==> src/rtl/axis_frame_packer.sv <==
// axis_frame_packer: packs a raw AXI-Stream byte stream into framed packets
//   SOF, seq, 1..MAX_LEN payload bytes, [xor], length trailer (tlast).
// A frame closes on MAX_LEN payload bytes or after TIMEOUT idle input cycles.
// Optional feature macro: AXIS_FRAME_PACKER_XOR_EN adds a running-XOR check
// byte between the payload and the length trailer.
module axis_frame_packer #(
  parameter int unsigned MAX_LEN = 32,
  parameter int unsigned TIMEOUT = 255,
  parameter logic [7:0]  SOF     = 8'hBC
) (
  input  logic        clk,
  input  logic        rst,
  input  logic [7:0]  s_axis_tdata,
  input  logic        s_axis_tvalid,
  output logic        s_axis_tready,
  output logic [7:0]  m_axis_tdata,
  output logic        m_axis_tvalid,
  input  logic        m_axis_tready,
  output logic        m_axis_tlast,
  output logic [15:0] frame_count,
  output logic        timeout_flush,
  output logic        busy
);

  typedef enum logic [2:0] {
    IDLE,
    SEQ,
    PAYLOAD,
`ifdef AXIS_FRAME_PACKER_XOR_EN
    CHK,
`endif
    TRAILER
  } state_t;

  localparam logic [7:0]  LEN_MAX  = 8'(MAX_LEN);
  localparam logic [15:0] IDLE_MAX = 16'(TIMEOUT);

`ifdef AXIS_FRAME_PACKER_XOR_EN
  localparam state_t CLOSE_ST = CHK;
`else
  localparam state_t CLOSE_ST = TRAILER;
`endif

  state_t      state_q, state_d;
  logic [7:0]  seq_q, seq_d;
  logic [7:0]  cnt_q, cnt_d;
  logic [15:0] idle_q, idle_d;
  logic [7:0]  tdata_q, tdata_d;
  logic        tvalid_q, tvalid_d;
  logic        tlast_q, tlast_d;
  logic [15:0] fcnt_q, fcnt_d;
  logic        flush_q, flush_d;
`ifdef AXIS_FRAME_PACKER_XOR_EN
  logic [7:0]  xor_q, xor_d;
`endif

  logic out_free;
  logic closing;
  logic take;

  // Next-state, output-register load and input-ready decode.
  always_comb begin
    out_free      = !tvalid_q || m_axis_tready;
    // Closing is decided from registered state only, so ready never waits on
    // s_axis_tvalid and no byte can slip in on the timeout edge.
    closing       = (state_q == PAYLOAD) && (idle_q == IDLE_MAX);
    s_axis_tready = (state_q == PAYLOAD) && out_free && !closing;
    take          = s_axis_tready && s_axis_tvalid;

    state_d  = state_q;
    seq_d    = seq_q;
    cnt_d    = cnt_q;
    idle_d   = idle_q;
    tdata_d  = tdata_q;
    tlast_d  = tlast_q;
    tvalid_d = out_free ? 1'b0 : tvalid_q;
    fcnt_d   = fcnt_q;
    flush_d  = 1'b0;
`ifdef AXIS_FRAME_PACKER_XOR_EN
    xor_d    = xor_q;
`endif

    case (state_q)
      IDLE: begin
        if (s_axis_tvalid && out_free) begin
          tdata_d  = SOF;
          tlast_d  = 1'b0;
          tvalid_d = 1'b1;
          state_d  = SEQ;
        end
      end
      SEQ: begin
        if (out_free) begin
          tdata_d  = seq_q;
          tlast_d  = 1'b0;
          tvalid_d = 1'b1;
          cnt_d    = 8'd0;
          idle_d   = 16'd0;
`ifdef AXIS_FRAME_PACKER_XOR_EN
          xor_d    = 8'd0;
`endif
          state_d  = PAYLOAD;
        end
      end
      PAYLOAD: begin
        if (take) begin
          tdata_d  = s_axis_tdata;
          tlast_d  = 1'b0;
          tvalid_d = 1'b1;
          cnt_d    = cnt_q + 8'd1;
          idle_d   = 16'd0;
`ifdef AXIS_FRAME_PACKER_XOR_EN
          xor_d    = xor_q ^ s_axis_tdata;
`endif
          if (cnt_q + 8'd1 == LEN_MAX) begin
            state_d = CLOSE_ST;
          end
        end else if (closing) begin
          flush_d = 1'b1;
          state_d = CLOSE_ST;
        end else if (!s_axis_tvalid && (cnt_q != 8'd0)) begin
          // Stalls caused by output backpressure keep tvalid high and are not idle.
          idle_d = idle_q + 16'd1;
        end
      end
`ifdef AXIS_FRAME_PACKER_XOR_EN
      CHK: begin
        if (out_free) begin
          tdata_d  = xor_q;
          tlast_d  = 1'b0;
          tvalid_d = 1'b1;
          state_d  = TRAILER;
        end
      end
`endif
      TRAILER: begin
        if (out_free) begin
          tdata_d  = cnt_q;
          tlast_d  = 1'b1;
          tvalid_d = 1'b1;
          seq_d    = seq_q + 8'd1;
          fcnt_d   = fcnt_q + 16'd1;
          state_d  = IDLE;
        end
      end
      default: state_d = IDLE;
    endcase
  end

  // State and output register; reset discards any partial frame.
  always_ff @(posedge clk or posedge rst) begin
    if (rst) begin
      state_q  <= IDLE;
      seq_q    <= 8'd0;
      cnt_q    <= 8'd0;
      idle_q   <= 16'd0;
      tdata_q  <= 8'd0;
      tvalid_q <= 1'b0;
      tlast_q  <= 1'b0;
      fcnt_q   <= 16'd0;
      flush_q  <= 1'b0;
`ifdef AXIS_FRAME_PACKER_XOR_EN
      xor_q    <= 8'd0;
`endif
    end else begin
      state_q  <= state_d;
      seq_q    <= seq_d;
      cnt_q    <= cnt_d;
      idle_q   <= idle_d;
      tdata_q  <= tdata_d;
      tvalid_q <= tvalid_d;
      tlast_q  <= tlast_d;
      fcnt_q   <= fcnt_d;
      flush_q  <= flush_d;
`ifdef AXIS_FRAME_PACKER_XOR_EN
      xor_q    <= xor_d;
`endif
    end
  end

  assign m_axis_tdata  = tdata_q;
  assign m_axis_tvalid = tvalid_q;
  assign m_axis_tlast  = tlast_q;
  assign frame_count   = fcnt_q;
  assign timeout_flush = flush_q;
  assign busy          = (state_q != IDLE);

endmodule

==> config.mk <==
export PLATFORM = sky130hd
export DESIGN_NAME = axis_frame_packer
export DESIGN_NICKNAME = d
export VERILOG_FILES = /design/src/rtl/axis_frame_packer.sv
export SDC_FILE = /design/constraint.sdc
export NUM_CORES = 1
export LEC_CHECK = 0
export ABC_AREA = 1
export CAP_MARGIN = 20
export CELL_PAD_IN_SITES_DETAIL_PLACEMENT = 0
export CELL_PAD_IN_SITES_GLOBAL_PLACEMENT = 1
export CORE_UTILIZATION = 40
export DETAILED_ROUTE_END_ITERATION = 8
export PLACE_DENSITY_LB_ADDON = 0.1
export SLEW_MARGIN = 20
export SYNTH_ARGS = -nofsm -noshare
export SYNTH_HDL_FRONTEND = slang
export SYNTH_SLANG_ARGS = --single-unit
export TNS_END_PERCENT = 1
==> constraint.sdc <==
create_clock -name clk -period 2.6 [get_ports clk]
set_input_delay 0.39 -clock clk [delete_from_list [all_inputs] [get_ports clk]]
set_output_delay 0.39 -clock clk [all_outputs]
set_load 0.01 [all_outputs]
==> results of run 1 <==
==> repair_timing <==
item | in CTS | in global routing
gates resized for setup | 0 | 2
endpoints found under the setup margin | 0 | 1
setup buffers | 0 | 1
==> area by class of cell <==
cell class / count / area, um2
flip-flops and latches: 61 / 1526
repair buffers: 44 / 445.4
inverters: 48 / 180.2
multi-input cells: 315 / 1683
clock buffers: 13 / 158.9
clock inverters: 3 / 67.56
fillers: 810 / 4106
well taps: 105 / 131.4
==> routing by layer <==
layer  global-route usage, %  wire [um]
met5                       0          0
met4                   6.818        103
met1                   28.92       4155
met3                   4.306        247
met2                   26.73       3396
==> registers in the layout (all words and copies together), names as in the netlist <==
name,count
m_axis_tdata,8
timeout_flush,1
frame_count,16
cnt_q,8
m_axis_tlast,1
m_axis_tvalid,1
state_q,2
seq_q,8
idle_q,16
==> worst min path at each step <==
| stage | startpoint | to | slack (ns) | cells after the start |
|---|---|---|---|---|
| after global placement | seq_q[7]$_DFFE_PP0P_ | seq_q[7]$_DFFE_PP0P_ | 0.46 | 1 |
| after detailed placement | seq_q[7]$_DFFE_PP0P_ | seq_q[7]$_DFFE_PP0P_ | 0.46 | 1 |
| final | rst | frame_count[5]$_DFFE_PP0P_ | 0.43 | 3 |
| after floorplan | seq_q[7]$_DFFE_PP0P_ | seq_q[7]$_DFFE_PP0P_ | 0.44 | 1 |
| after global routing | rst | frame_count[7]$_DFFE_PP0P_ | 0.48 | 3 |
| after CTS | rst | frame_count[9]$_DFFE_PP0P_ | 0.43 | 3 |
==> worst reg2reg max path, stage by stage, from the launching register on <==
cell     delay, ns
dfrtp_1       0.41
inv_1         0.10
ha_2          0.19
inv_2         0.07
nor2_1        0.09
nand2_1       0.05
nor2_1        0.12
nand2_2       0.10
nand3_4       0.17
nand3_1       0.12
nand2_2       0.43
inv_1         0.12
nand2_1       0.08
nand2_1       0.05
==> power by group through the flow <==
stage / sequential [mW] / combinational [mW] / clock (mW)
after floorplan: 1.34 / 1.08 / 0
after global placement: 1.33 / 1.51 / 0
after detailed placement: 1.33 / 1.52 / 0
after CTS: 1.31 / 1.53 / 1.00
after global routing: 1.34 / 1.75 / 1.03
final: 1.31 / 1.53 / 0.973
==> through the flow <==
step                      hold slack [ns]  utilization [%]
final                              0.4293            50.52
after global routing               0.4806            50.52
after CTS                          0.4308            50.37
after detailed placement           0.4642            47.64
after global placement             0.4600            47.64
after floorplan                    0.4416                -
==> logic make-up (layout without fill, tap and decap cells) <==
group                    Yosys count  count (layout)  synth area share [%]
adder cells (fa/ha/maj)           10              10                 3.611
buffers and inverters             59             108                 7.439
XOR/XNOR                          29              29                 7.331
AO/OA/AOI/OAI                     50              50                 8.451
flip-flops                        61              61                 44.06
AND/OR/NAND/NOR                  226             226                 29.11
==> cells in the final DEF (no fill, tap or decap), types with 12 or more instances in the layout <==
cell,n
clkdlybuf4s50_1,39
dfrtp_1,61
inv_1,44
nand2_1,127
nand3_1,26
nand4_1,14
nor2_1,40
o21ai_1,21
xnor2_1,12
xor2_1,17
==> synthesized netlist by cell type (all sizes together) <==
cell type  count  share of area [%]
o21ai         32                4.6
or2            2               0.36
inv           48                5.2
nand3         29                5.1
nand4         14                2.5
o21bai         1               0.22
a221oi         4                1.0
nor3           7                1.6
nor2          42                4.7
a21o           1               0.22
o22ai          1               0.18
clkbuf         2               0.22
o211ai         3               0.65
a21oi          4               0.58
dfrtp         61                 44
xnor2         12                3.0
o221ai         2               0.51
xor2          17                4.3
a31o           1               0.25
nor3b          1               0.36
nand2        131                 14
buf            9                2.0
a211oi         1               0.22
ha            10                3.6
==> key figures, run 1 <==
Worst setup path
  • CP startpoint kind: flip-flop
  • R2R Path End: idle_q[5]$_DFFE_PP0P_
  • R2R Setup Slk: 0.39 ns
  • Critical path's slowest cell: nand2_2
  • Buf+Inv Stages, Crit Path: 3
  • Crit path depth: 13
  • Critical path destination: idle_q[5]$_DFFE_PP0P_
  • Family with the most delay on the worst path: simple AND/OR/NAND/NOR gates
  • Critical path type: flip-flop to flip-flop
  • Max FO, Critical Path: 31
  • Crit-path most repeated cell: nand2_1
  • Worst-case reg-to-reg path depth: 13
  • CP required: 2.84 ns
  • Cell breakdown of the critical path: inv_1 -> ha_2 -> inv_2 -> nor2_1 -> nand2_1 -> nor2_1 -> nand2_2 -> nand3_4 -> nand3_1 -> nand2_2 -> inv_1 -> nand2_1 -> nand2_1
  • Crit path largest cell delay: 0.43 ns
  • Worst r2r src: state_q[0]$_DFFE_PP0P_
  • Critical Path Start: state_q[0]$_DFFE_PP0P_
  • Worst Setup End Kind: flip-flop
  • Worst Path Arrival: 2.44 ns

Global routing
  • First-pass GRT wire length: 13190 um
  • Largest net degree at the start of global routing: 62
  • Initial antenna violation count: 0
  • Final global-route overflow total: 0
  • Total GRT Usage: 19.25%
  • Number of global-route vias before repair: 2584

Cells and area
  • Design Area, Final: 4193 um2
  • ANT cells: 0
  • Layout Area Growth over Synthesis: 21.02%
  • Final net count: 501
  • Post-Layout Cell Count: 589
  • Layout cell share with drive strength beyond 1: 7.851%

Die
  • Core area: 8299 um2
  • Std-Cell Rows: 33
  • Initial Util: 41.75%
  • Die area: 9037 um2
  • Die width: 95.07 um
  • Io pins: 41
  • Die height: 95.07 um

Route
  • Avg WL per Cell: 13.42 um
  • DRT iter0 DRCs: 124
  • Via-to-Cell Ratio: 4.917
  • Drt total wl: 7902 um
  • Antenna Nets Post-Route: 0
  • Pre-Repair DR Iteration Count: 6
  • Vias: 2896
  • DR DRC count: 0

Pwr
  • Power share of the clock group: 25.5%
  • Internal Power: 2.323 mW
  • Pwr dens: 909.8 nW/um2
  • Switching power: 1.491 mW
  • Pwr Total: 3.814 mW
  • Seq pwr share: 34.4%
  • Worst vdd ir: 0.4406 mV
  • Combinational power share: 40.1%
  • Switching Share: 39.09%
  • P_leak: 1.970 nW

Synthesis
  • Seq/Total Area, Yosys: 44.06%
  • Warnings from Yosys: 0
  • Avg Cell Area, Syn: 7.965 um2
  • Synth cell types: 34
  • Mapped Area: 3465 um2
  • Gate Count Post-Synth: 435
  • Syn nets: 457
  • Yosys reg bits: 61

Timing
  • Post-route setup slack: 0.3932 ns
  • RSZ-0062 raised after global routing: false
  • Skew final: 0.007355 ns
  • Final Setup Violations: 0
  • Slew @ Worst Pin: 0.5484 ns
  • Fin crit period: 2.207 ns
  • Slew headroom: 63.31%
  • Fin crit share: 84.88%
  • Final Hold Fails: 0
  • Max Clock Freq: 453.1 MHz
  • Max-slew violations: 0
  • Setup tns final: 0 ns

Placed design
  • IO Port Bufs: 40
  • Setup WS pre-CTS: 0.2894 ns
  • HPWL Detailed: 5644 um
  • Placed insts: 572
  • Placer Congestion: 0.7897
  • Dpl cell area: 3954 um2

CTS
  • Clk_lat worst skew: 0.34 ns
  • Longest Clk Path Bufs: 2
  • Hold-fix buffers, CTS: 0
  • H-tree depth: 3
  • Total CTS buffers: 9
  • Root cell of the clock tree: clkbuf_8
  • Clock transition at path regs: 0.07 ns
  • Clock tree from TritonCTS: yes
  • Sink Count: 61

Run status
  • Run status: completed

Run
  • Max cap viols: 0

Hold path
  • Hold Path Class: input pin to asynchronous set/reset pin
Power figures use the tool's default switching activity.
==> inputs of run 2 (changes only) <==
--- a/config.mk
+++ b/config.mk
@@ -9,7 +9,7 @@
 export CAP_MARGIN = 20
 export CELL_PAD_IN_SITES_DETAIL_PLACEMENT = 0
 export CELL_PAD_IN_SITES_GLOBAL_PLACEMENT = 1
-export CORE_UTILIZATION = 40
+export CORE_UTILIZATION = 38
 export DETAILED_ROUTE_END_ITERATION = 8
 export PLACE_DENSITY_LB_ADDON = 0.1
 export SLEW_MARGIN = 20
==> constraint.sdc (replaced) <==
create_clock -name clk -period 1.8 [get_ports clk]
set_input_delay 0.27 -clock clk [delete_from_list [all_inputs] [get_ports clk]]
set_output_delay 0.27 -clock clk [all_outputs]
set_load 0.01 [all_outputs]
==> run 2 against run 1 <==
  * Critical path type unchanged
  * Largest cell class unchanged
  * Global-route usage rose by 0.47 points
  * Utilization rose by 4.0 points
  * Sequential share of layout area fell by 4.5 points
  * Final cell count rose by 9.7%
  * First-iteration DRC count rose by 16%
  * Count of clock-buffer cells in the layout fell by 1
  * Total power rose by 68%
  * The flow now finishes with violations (setup timing)
  * Wire length rose by 16%
  * Critical path depth did not move
  * Non-clock buffer count rose by 55
==> key figures, run 2 (synthesis gave the netlist of run 1 again) <==
CTS
  • Root cell of the clock tree: clkbuf_8
  • Total CTS buffers: 9 (unchanged)
  • Longest Clk Path Bufs: 2 (unchanged)
  • Clock transition at path regs: 0.07 ns (about the same)
  • Hold-fix buffers, CTS: 0 (unchanged)
  • Clock tree from TritonCTS: yes
  • Clk_lat worst skew: 0.34 ns (about the same)
  • H-tree depth: 3 (unchanged)
  • Sink Count: 61 (unchanged)

Timing
  • Slew @ Worst Pin: 0.3960 ns (-0.1524 ns)
  • Slew headroom: 73.48% (+10 points)
  • Fin crit share: 103.0% (+18 points)
  • Skew final: 0.009278 ns (+0.001923 ns)
  • Final Setup Violations: 18 (+18)
  • Final Hold Fails: 0 (unchanged)
  • Max Clock Freq: 539.3 MHz (+19%)
  • Post-route setup slack: -0.05430 ns (-0.4475 ns)
  • RSZ-0062 raised after global routing: true
  • Max-slew violations: 0 (unchanged)
  • Fin crit period: 1.854 ns (-0.3525 ns)

Pwr
  • Power share of the clock group: 22.0% (-3.5 points)
  • Worst vdd ir: 0.6786 mV (+54%)
  • Combinational power share: 48.8% (+8.7 points)
  • P_leak: 2.275 nW (+15%)
  • Seq pwr share: 29.2% (-5.2 points)
  • Internal Power: 3.919 mW (+69%)
  • Pwr dens: 1340 nW/um2 (+47%)
  • Switching power: 2.485 mW (+67%)
  • Switching Share: 38.80% (-0.28 points)

Placed design
  • Placer Congestion: 0.7981 (+1.1%)
  • Dpl cell area: 4345 um2 (+9.9%)
  • IO Port Bufs: 40 (unchanged)
  • Setup WS pre-CTS: -0.2530 ns (-0.5424 ns)
  • HPWL Detailed: 6479 um (+15%)
  • Placed insts: 625 (+9.3%)

Worst setup path
  • Critical path type: flip-flop to flip-flop
  • Crit path largest cell delay: 0.39 ns (-0.04 ns)
  • Worst r2r src: state_q[0]$_DFFE_PP0P_
  • Worst Setup End Kind: flip-flop
  • Max FO, Critical Path: 6 (-81%)
  • CP startpoint kind: flip-flop
  • Family with the most delay on the worst path: simple AND/OR/NAND/NOR gates
  • CP required: 2.07 ns (-0.77 ns)
  • Critical Path Start: state_q[0]$_DFFE_PP0P_
  • Worst-case reg-to-reg path depth: 13 (unchanged)
  • R2R Path End: idle_q[12]$_DFFE_PP0P_
  • Crit path depth: 13 (unchanged)
  • Crit-path most repeated cell: nand2_2
  • Worst Path Arrival: 2.12 ns (-0.32 ns)
  • R2R Setup Slk: -0.05 ns (-0.45 ns)
  • Critical path destination: idle_q[12]$_DFFE_PP0P_
  • Buf+Inv Stages, Crit Path: 4 (+1)
  • Cell breakdown of the critical path: inv_2 -> ha_4 -> inv_4 -> nor2_4 -> nand2_2 -> nor2_2 -> nand2_2 -> buf_6 -> nand3_4 -> nand2_4 -> buf_4 -> or2_1 -> o21ai_1
  • Critical path's slowest cell: dfrtp_1

Cells and area
  • Layout cell share with drive strength beyond 1: 21.75% (+14 points)
  • Most frequent cells in the layout: nand2_1 (118), dfrtp_1 (61), buf_4 (49)
  • Sequential Area: 1526 um2 (unchanged)
  • Design Area, Final: 4778 um2 (+14%)
  • ANT cells: 0 (unchanged)
  • Layout Area Growth over Synthesis: 37.92%
  • Post-Layout Cell Count: 646 (+9.7%)
  • Commonest non-fill, non-tap cell in the layout: nand2_1
  • Fillcell total: 824 (+1.7%)
  • Area of the multi-input gates: 1778 um2 (+5.7%)
  • Final net count: 556 (+11%)

Run
  • Max cap viols: 0 (unchanged)

Route
  • Pre-Repair DR Iteration Count: 4 (-2)
  • DR DRC count: 0 (unchanged)
  • Drt total wl: 9130 um (+16%)
  • Vias: 3166 (+9.3%)
  • DRT iter0 DRCs: 144 (+16%)
  • Via-to-Cell Ratio: 4.901 (-0.32%)
  • Avg WL per Cell: 14.13 um (+5.3%)
  • Antenna Nets Post-Route: 0 (unchanged)

Global routing
  • Largest net degree at the start of global routing: 35 (-44%)
  • First-pass GRT wire length: 14930 um (+13%)
  • Final global-route overflow total: 0 (unchanged)
  • Total GRT Usage: 19.71% (+0.47 points)
  • Initial antenna violation count: 0 (unchanged)
  • Number of global-route vias before repair: 3108 (+20%)

Die
  • Core area: 8763 um2 (+5.6%)
  • Die area: 9503 um2 (+5.2%)
  • Die height: 97.49 um (+2.5%)
  • Std-Cell Rows: 34 (+3.0%)
  • Io pins: 41 (unchanged)
  • Die width: 97.49 um (+2.5%)
  • Initial Util: 39.53% (-2.2 points)

Run status
  • Run status: finished with violations
  • Failing checks: setup timing

Hold path
  • Hold Path Class: input pin to asynchronous set/reset pin
run 2: changes by cell type in the layout (fill, tap and decap cells not counted), sizes merged:
cell,delta
clkbuf,+1
dlymetal6s2s,-1
buf,+54
dlygate4sd2,+1
clkinv,+1
clkdlybuf4s50,-1
clkinvlp,-1
run 2: per-layer routing:
layer	track usage, %	wire (um)	vias to the layer above
met5	0	0	-
met4	6.448	127	0
met3	3.741	236	12
met2	31.47	4232	44
met1	26.85	4534	1509
li1	-	-	1601
run 2: stage by stage:
stage | utilization, % | hold slack, ns | TNS (ns) | total power [mW]
floorplan | - | 0.4416 | 0 | 3.493
global placement | 49.59 | 0.4609 | -1.585 | 4.478
detailed placement | 49.59 | 0.4590 | -3.619 | 4.500
CTS | 52.37 | 0.2073 | -0.06565 | 5.960
global route | 54.53 | 0.2104 | -4.328 | 6.847
finish | 54.53 | 0.2055 | -0.5278 | 6.403
run 2: cell type report:
cell class | count | share of cell area, %
Multi-Input combinational cell | 315 | 37.21
Timing Repair Buffer | 99 | 19.25
Inverter | 48 | 4.085
Sequential cell | 61 | 31.95
Clock inverter | 3 | 1.440
Clock buffer | 12 | 3.247
Tap cell | 108 | 2.828
run 2: repair_timing:
action                     in CTS  in global routing
pin swaps                       3                  9
resized for setup              13                 34
gates cloned                    0                  3
buffers inserted                1                  2
setup endpoints to repair      18                 42
run 2: worst register-to-register path: stages (launching register included):
cell	delay [ns]
dfrtp_1	0.39
inv_2	0.09
ha_4	0.15
inv_4	0.04
nor2_4	0.09
nand2_2	0.06
nor2_2	0.11
nand2_2	0.07
buf_6	0.13
nand3_4	0.10
nand2_4	0.08
buf_4	0.15
or2_1	0.21
o21ai_1	0.12
run 2: worst min-delay path by stage:
| stage | startpoint | to | slack, ns |
|---|---|---|---|
| floorplan | seq_q[7]$_DFFE_PP0P_ | seq_q[7]$_DFFE_PP0P_ | 0.44 |
| global placement | seq_q[7]$_DFFE_PP0P_ | seq_q[7]$_DFFE_PP0P_ | 0.46 |
| detailed placement | seq_q[7]$_DFFE_PP0P_ | seq_q[7]$_DFFE_PP0P_ | 0.46 |
| CTS | rst | idle_q[4]$_DFFE_PP0P_ | 0.21 |
| global route | rst | idle_q[4]$_DFFE_PP0P_ | 0.21 |
| finish | rst | state_q[0]$_DFFE_PP0P_ | 0.21 |
run 2: power groups by stage:
| stage | logic, mW | registers, mW | clock network [mW] |
|---|---|---|---|
| finish | 3.13 | 1.87 | 1.41 |
| global route | 3.44 | 1.91 | 1.50 |
| CTS | 2.63 | 1.87 | 1.46 |
| detailed placement | 2.61 | 1.89 | 0 |
| global placement | 2.59 | 1.88 | 0 |
| floorplan | 1.56 | 1.93 | 0 |
==> inputs of run 3 (changes only) <==
--- a/config.mk
+++ b/config.mk
@@ -9,7 +9,8 @@
 export CAP_MARGIN = 20
 export CELL_PAD_IN_SITES_DETAIL_PLACEMENT = 0
 export CELL_PAD_IN_SITES_GLOBAL_PLACEMENT = 1
-export CORE_UTILIZATION = 38
+export CORE_UTILIZATION = 40
+export CTS_CLUSTER_SIZE = 8
 export DETAILED_ROUTE_END_ITERATION = 8
 export PLACE_DENSITY_LB_ADDON = 0.1
 export SLEW_MARGIN = 20
==> constraint.sdc (replaced) <==
create_clock -name clk -period 1.75 [get_ports clk]
set_input_delay 0.2625 -clock clk [delete_from_list [all_inputs] [get_ports clk]]
set_output_delay 0.2625 -clock clk [all_outputs]
set_load 0.01 [all_outputs]
==> run 3 against run 2 <==
  * Count of clock-buffer cells in the layout fell by 1
  * Worst hold slack improved by 0.14 ns
  * Worst setup slack improved by 0.026 ns
  * Die area fell by 4.9%
  * Global-route usage rose by 1.2 points
  * Sequential power rose by 4%
  * The flow still finishes with violations (setup timing)
  * Critical path depth fell by 3
  * Via count fell by 1.0%
  * Largest power group unchanged
  * Final cell count fell by 0.77%
  * Critical endpoint is now s_axis_tready
==> key figures, run 3 (synthesis gave the netlist of run 1 again) <==
Timing
  • RSZ-0062 raised after global routing: true
  • Post-route setup slack: -0.02787 ns (+0.02643 ns)
  • Final Setup Violations: 1 (-17)
  • Slew headroom: 76.98% (+3.5 points)
  • Slew @ Worst Pin: 0.3438 ns (-0.05221 ns)
  • Final Hold Fails: 0 (unchanged)
  • Fin crit period: 1.778 ns
  • Max Clock Freq: 562.5 MHz
  • Fin crit share: 101.6%
  • Skew final: 0.006632 ns (-0.002646 ns)
  • Max-slew violations: 0 (unchanged)

Route
  • Pre-Repair DR Iteration Count: 4 (unchanged)
  • DR DRC count: 0 (unchanged)
  • Via-to-Cell Ratio: 4.889 (-0.24%)
  • DRT iter0 DRCs: 135 (-6.3%)
  • Avg WL per Cell: 13.61 um (-3.7%)
  • Drt total wl: 8726 um (-4.4%)
  • Antenna Nets Post-Route: 0 (unchanged)
  • Vias: 3134 (-1.0%)

Cells and area
  • Fillcell total: 806 (-2.2%)
  • Final net count: 553 (-0.54%)
  • Layout cell share with drive strength beyond 1: 21.27% (-0.48 points)
  • Sequential Area: 1528 um2 (about the same)
  • Layout Area Growth over Synthesis: 34.92%
  • Commonest non-fill, non-tap cell in the layout: nand2_1
  • Design Area, Final: 4674 um2 (-2.2%)
  • Utilization after layout: 56.32% (+1.8 points)
  • Most frequent cells in the layout: nand2_1 (123), dfrtp_1 (60), buf_4 (52)
  • ANT cells: 0 (unchanged)
  • Area of the multi-input gates: 1782 um2 (+0.21%)

Placed design
  • Dpl cell area: 4365 um2 (+0.46%)
  • Placer Congestion: 0.7850 (-1.6%)
  • IO Port Bufs: 40 (unchanged)
  • HPWL Detailed: 6370 um (-1.7%)

CTS
  • Sink Count: 61 (unchanged)
  • Longest Clk Path Bufs: 2 (unchanged)
  • Hold-fix buffers, CTS: 0 (unchanged)
  • Root cell of the clock tree: clkbuf_8
  • Clock tree from TritonCTS: yes
  • Clock transition at path regs: 0.07 ns (about the same)
  • Clk_lat worst skew: 0.34 ns (about the same)
  • Total CTS buffers: 9 (unchanged)
  • H-tree depth: 3 (unchanged)

Die
  • Initial Util: 41.75% (+2.2 points)
  • Die area: 9037 um2 (-4.9%)
  • Die height: 95.07 um (-2.5%)
  • Die width: 95.07 um (-2.5%)
  • Std-Cell Rows: 33 (-2.9%)
  • Io pins: 41 (unchanged)
  • Core area: 8299 um2 (-5.3%)

Global routing
  • First-pass GRT wire length: 14220 um (-4.8%)
  • Initial antenna violation count: 0 (unchanged)
  • Final global-route overflow total: 0 (unchanged)
  • Largest net degree at the start of global routing: 62 (+77%)
  • Number of global-route vias before repair: 2938 (-5.5%)
  • Total GRT Usage: 20.87% (+1.2 points)

Worst setup path
  • Max FO, Critical Path: 4 (-2)
  • Worst r2r src: state_q[0]$_DFFE_PP0P_
  • CP required: 1.49 ns (-0.58 ns)
  • Worst Path Arrival: 1.52 ns (-0.60 ns)
  • Critical Path Start: state_q[0]$_DFFE_PP0P_
  • Critical path type: flip-flop to primary output
  • Worst Setup End Kind: primary output
  • CP startpoint kind: flip-flop

Run status
  • Failing checks: setup timing
  • Run status: finished with violations

Pwr
  • P_leak: 2.224 nW (-2.2%)
  • Pwr dens: 1351 nW/um2 (+0.79%)
  • Worst vdd ir: 0.7741 mV (+14%)

Hold path
  • Hold Path Class: input pin to asynchronous set/reset pin

Run
  • Max cap viols: 0 (unchanged)
run 3: cell count changes in the layout (fill, tap and decap cells not counted), moves of 3 or more:
cell | before | now
o21ai_1 | 19 | 22
nor2_2 | 3 | 6
nand2_2 | 9 | 5
inv_2 | 4 | 7
clkinv_2 | 0 | 3
nand2_1 | 118 | 123
buf_4 | 49 | 52
buf_6 | 6 | 0
run 3: worst paths after layout:
path                            slack [ns]                           to  cells after the start
max in group asynchronous             1.10         cnt_q[0]$_DFFE_PP0P_                      3
worst min-delay path                  0.34        idle_q[0]$_DFFE_PP0P_                      3
worst min register to register        0.48  frame_count[15]$_DFFE_PP0P_                      1
min in group clk                      0.48  frame_count[15]$_DFFE_PP0P_                      1
worst max-delay path                 -0.03                s_axis_tready                     10
worst max register to register        0.01       idle_q[14]$_DFFE_PP0P_                     14
run 3: cell type report:
cell class / count / share of cell area (%)
clock buffer: 11 / 2.810
clock inverter: 5 / 1.606
inverter: 48 / 3.988
multi-input combinational: 316 / 38.12
sequential: 61 / 32.68
tap: 105 / 2.810
timing repair buffer: 95 / 17.99
run 3: layer usage:
layer | global-route usage, % | part of all wire (%)
met5 | 0 | 0
met4 | 7.576 | 1.2
met3 | 4.147 | 3.9
met2 | 31.73 | 45
met1 | 29.34 | 50
run 3: stage by stage:
| step | power, mW | setup WS (ns) | cells | hold slack, ns | TNS (ns) |
|---|---|---|---|---|---|
| 2_1_floorplan | 3.593 | 0.01173 | 435 | 0.3748 | 0 |
| 3_3_place_gp | 4.682 | -0.1869 | 623 | 0.4636 | -4.230 |
| 3_5_place_dp | 4.725 | -0.1774 | 623 | 0.4764 | -5.415 |
| 4_1_cts | 6.207 | -0.05704 | 640 | 0.3507 | -0.1957 |
| 5_1_grt | 6.780 | -0.1570 | 641 | 0.3695 | -3.367 |
| 6_report | 6.314 | -0.02787 | 641 | 0.3440 | -0.02787 |
run 3: worst max-delay path, cell delays in order, from the launching register on:
cell     delay (ns)
dfrtp_1        0.38
inv_2          0.08
ha_4           0.15
inv_4          0.04
nor2_2         0.07
nand2_1        0.06
nor2_2         0.09
nand2_2        0.06
nand2_2        0.07
inv_1          0.03
buf_2          0.12
run 3: timing repair:
item / in CTS / in global routing
cloned: 0 / 1
pin swaps: 2 / 1
endpoints found under the setup margin: 37 / 49
setup buffers: 1 / 0
gates resized for setup: 24 / 16
run 3: power breakdown:
group	switching, mW	internal [mW]
registers	0.237	1.70
clock network	0.565	0.796
logic	1.68	1.34
total	2.48	3.83
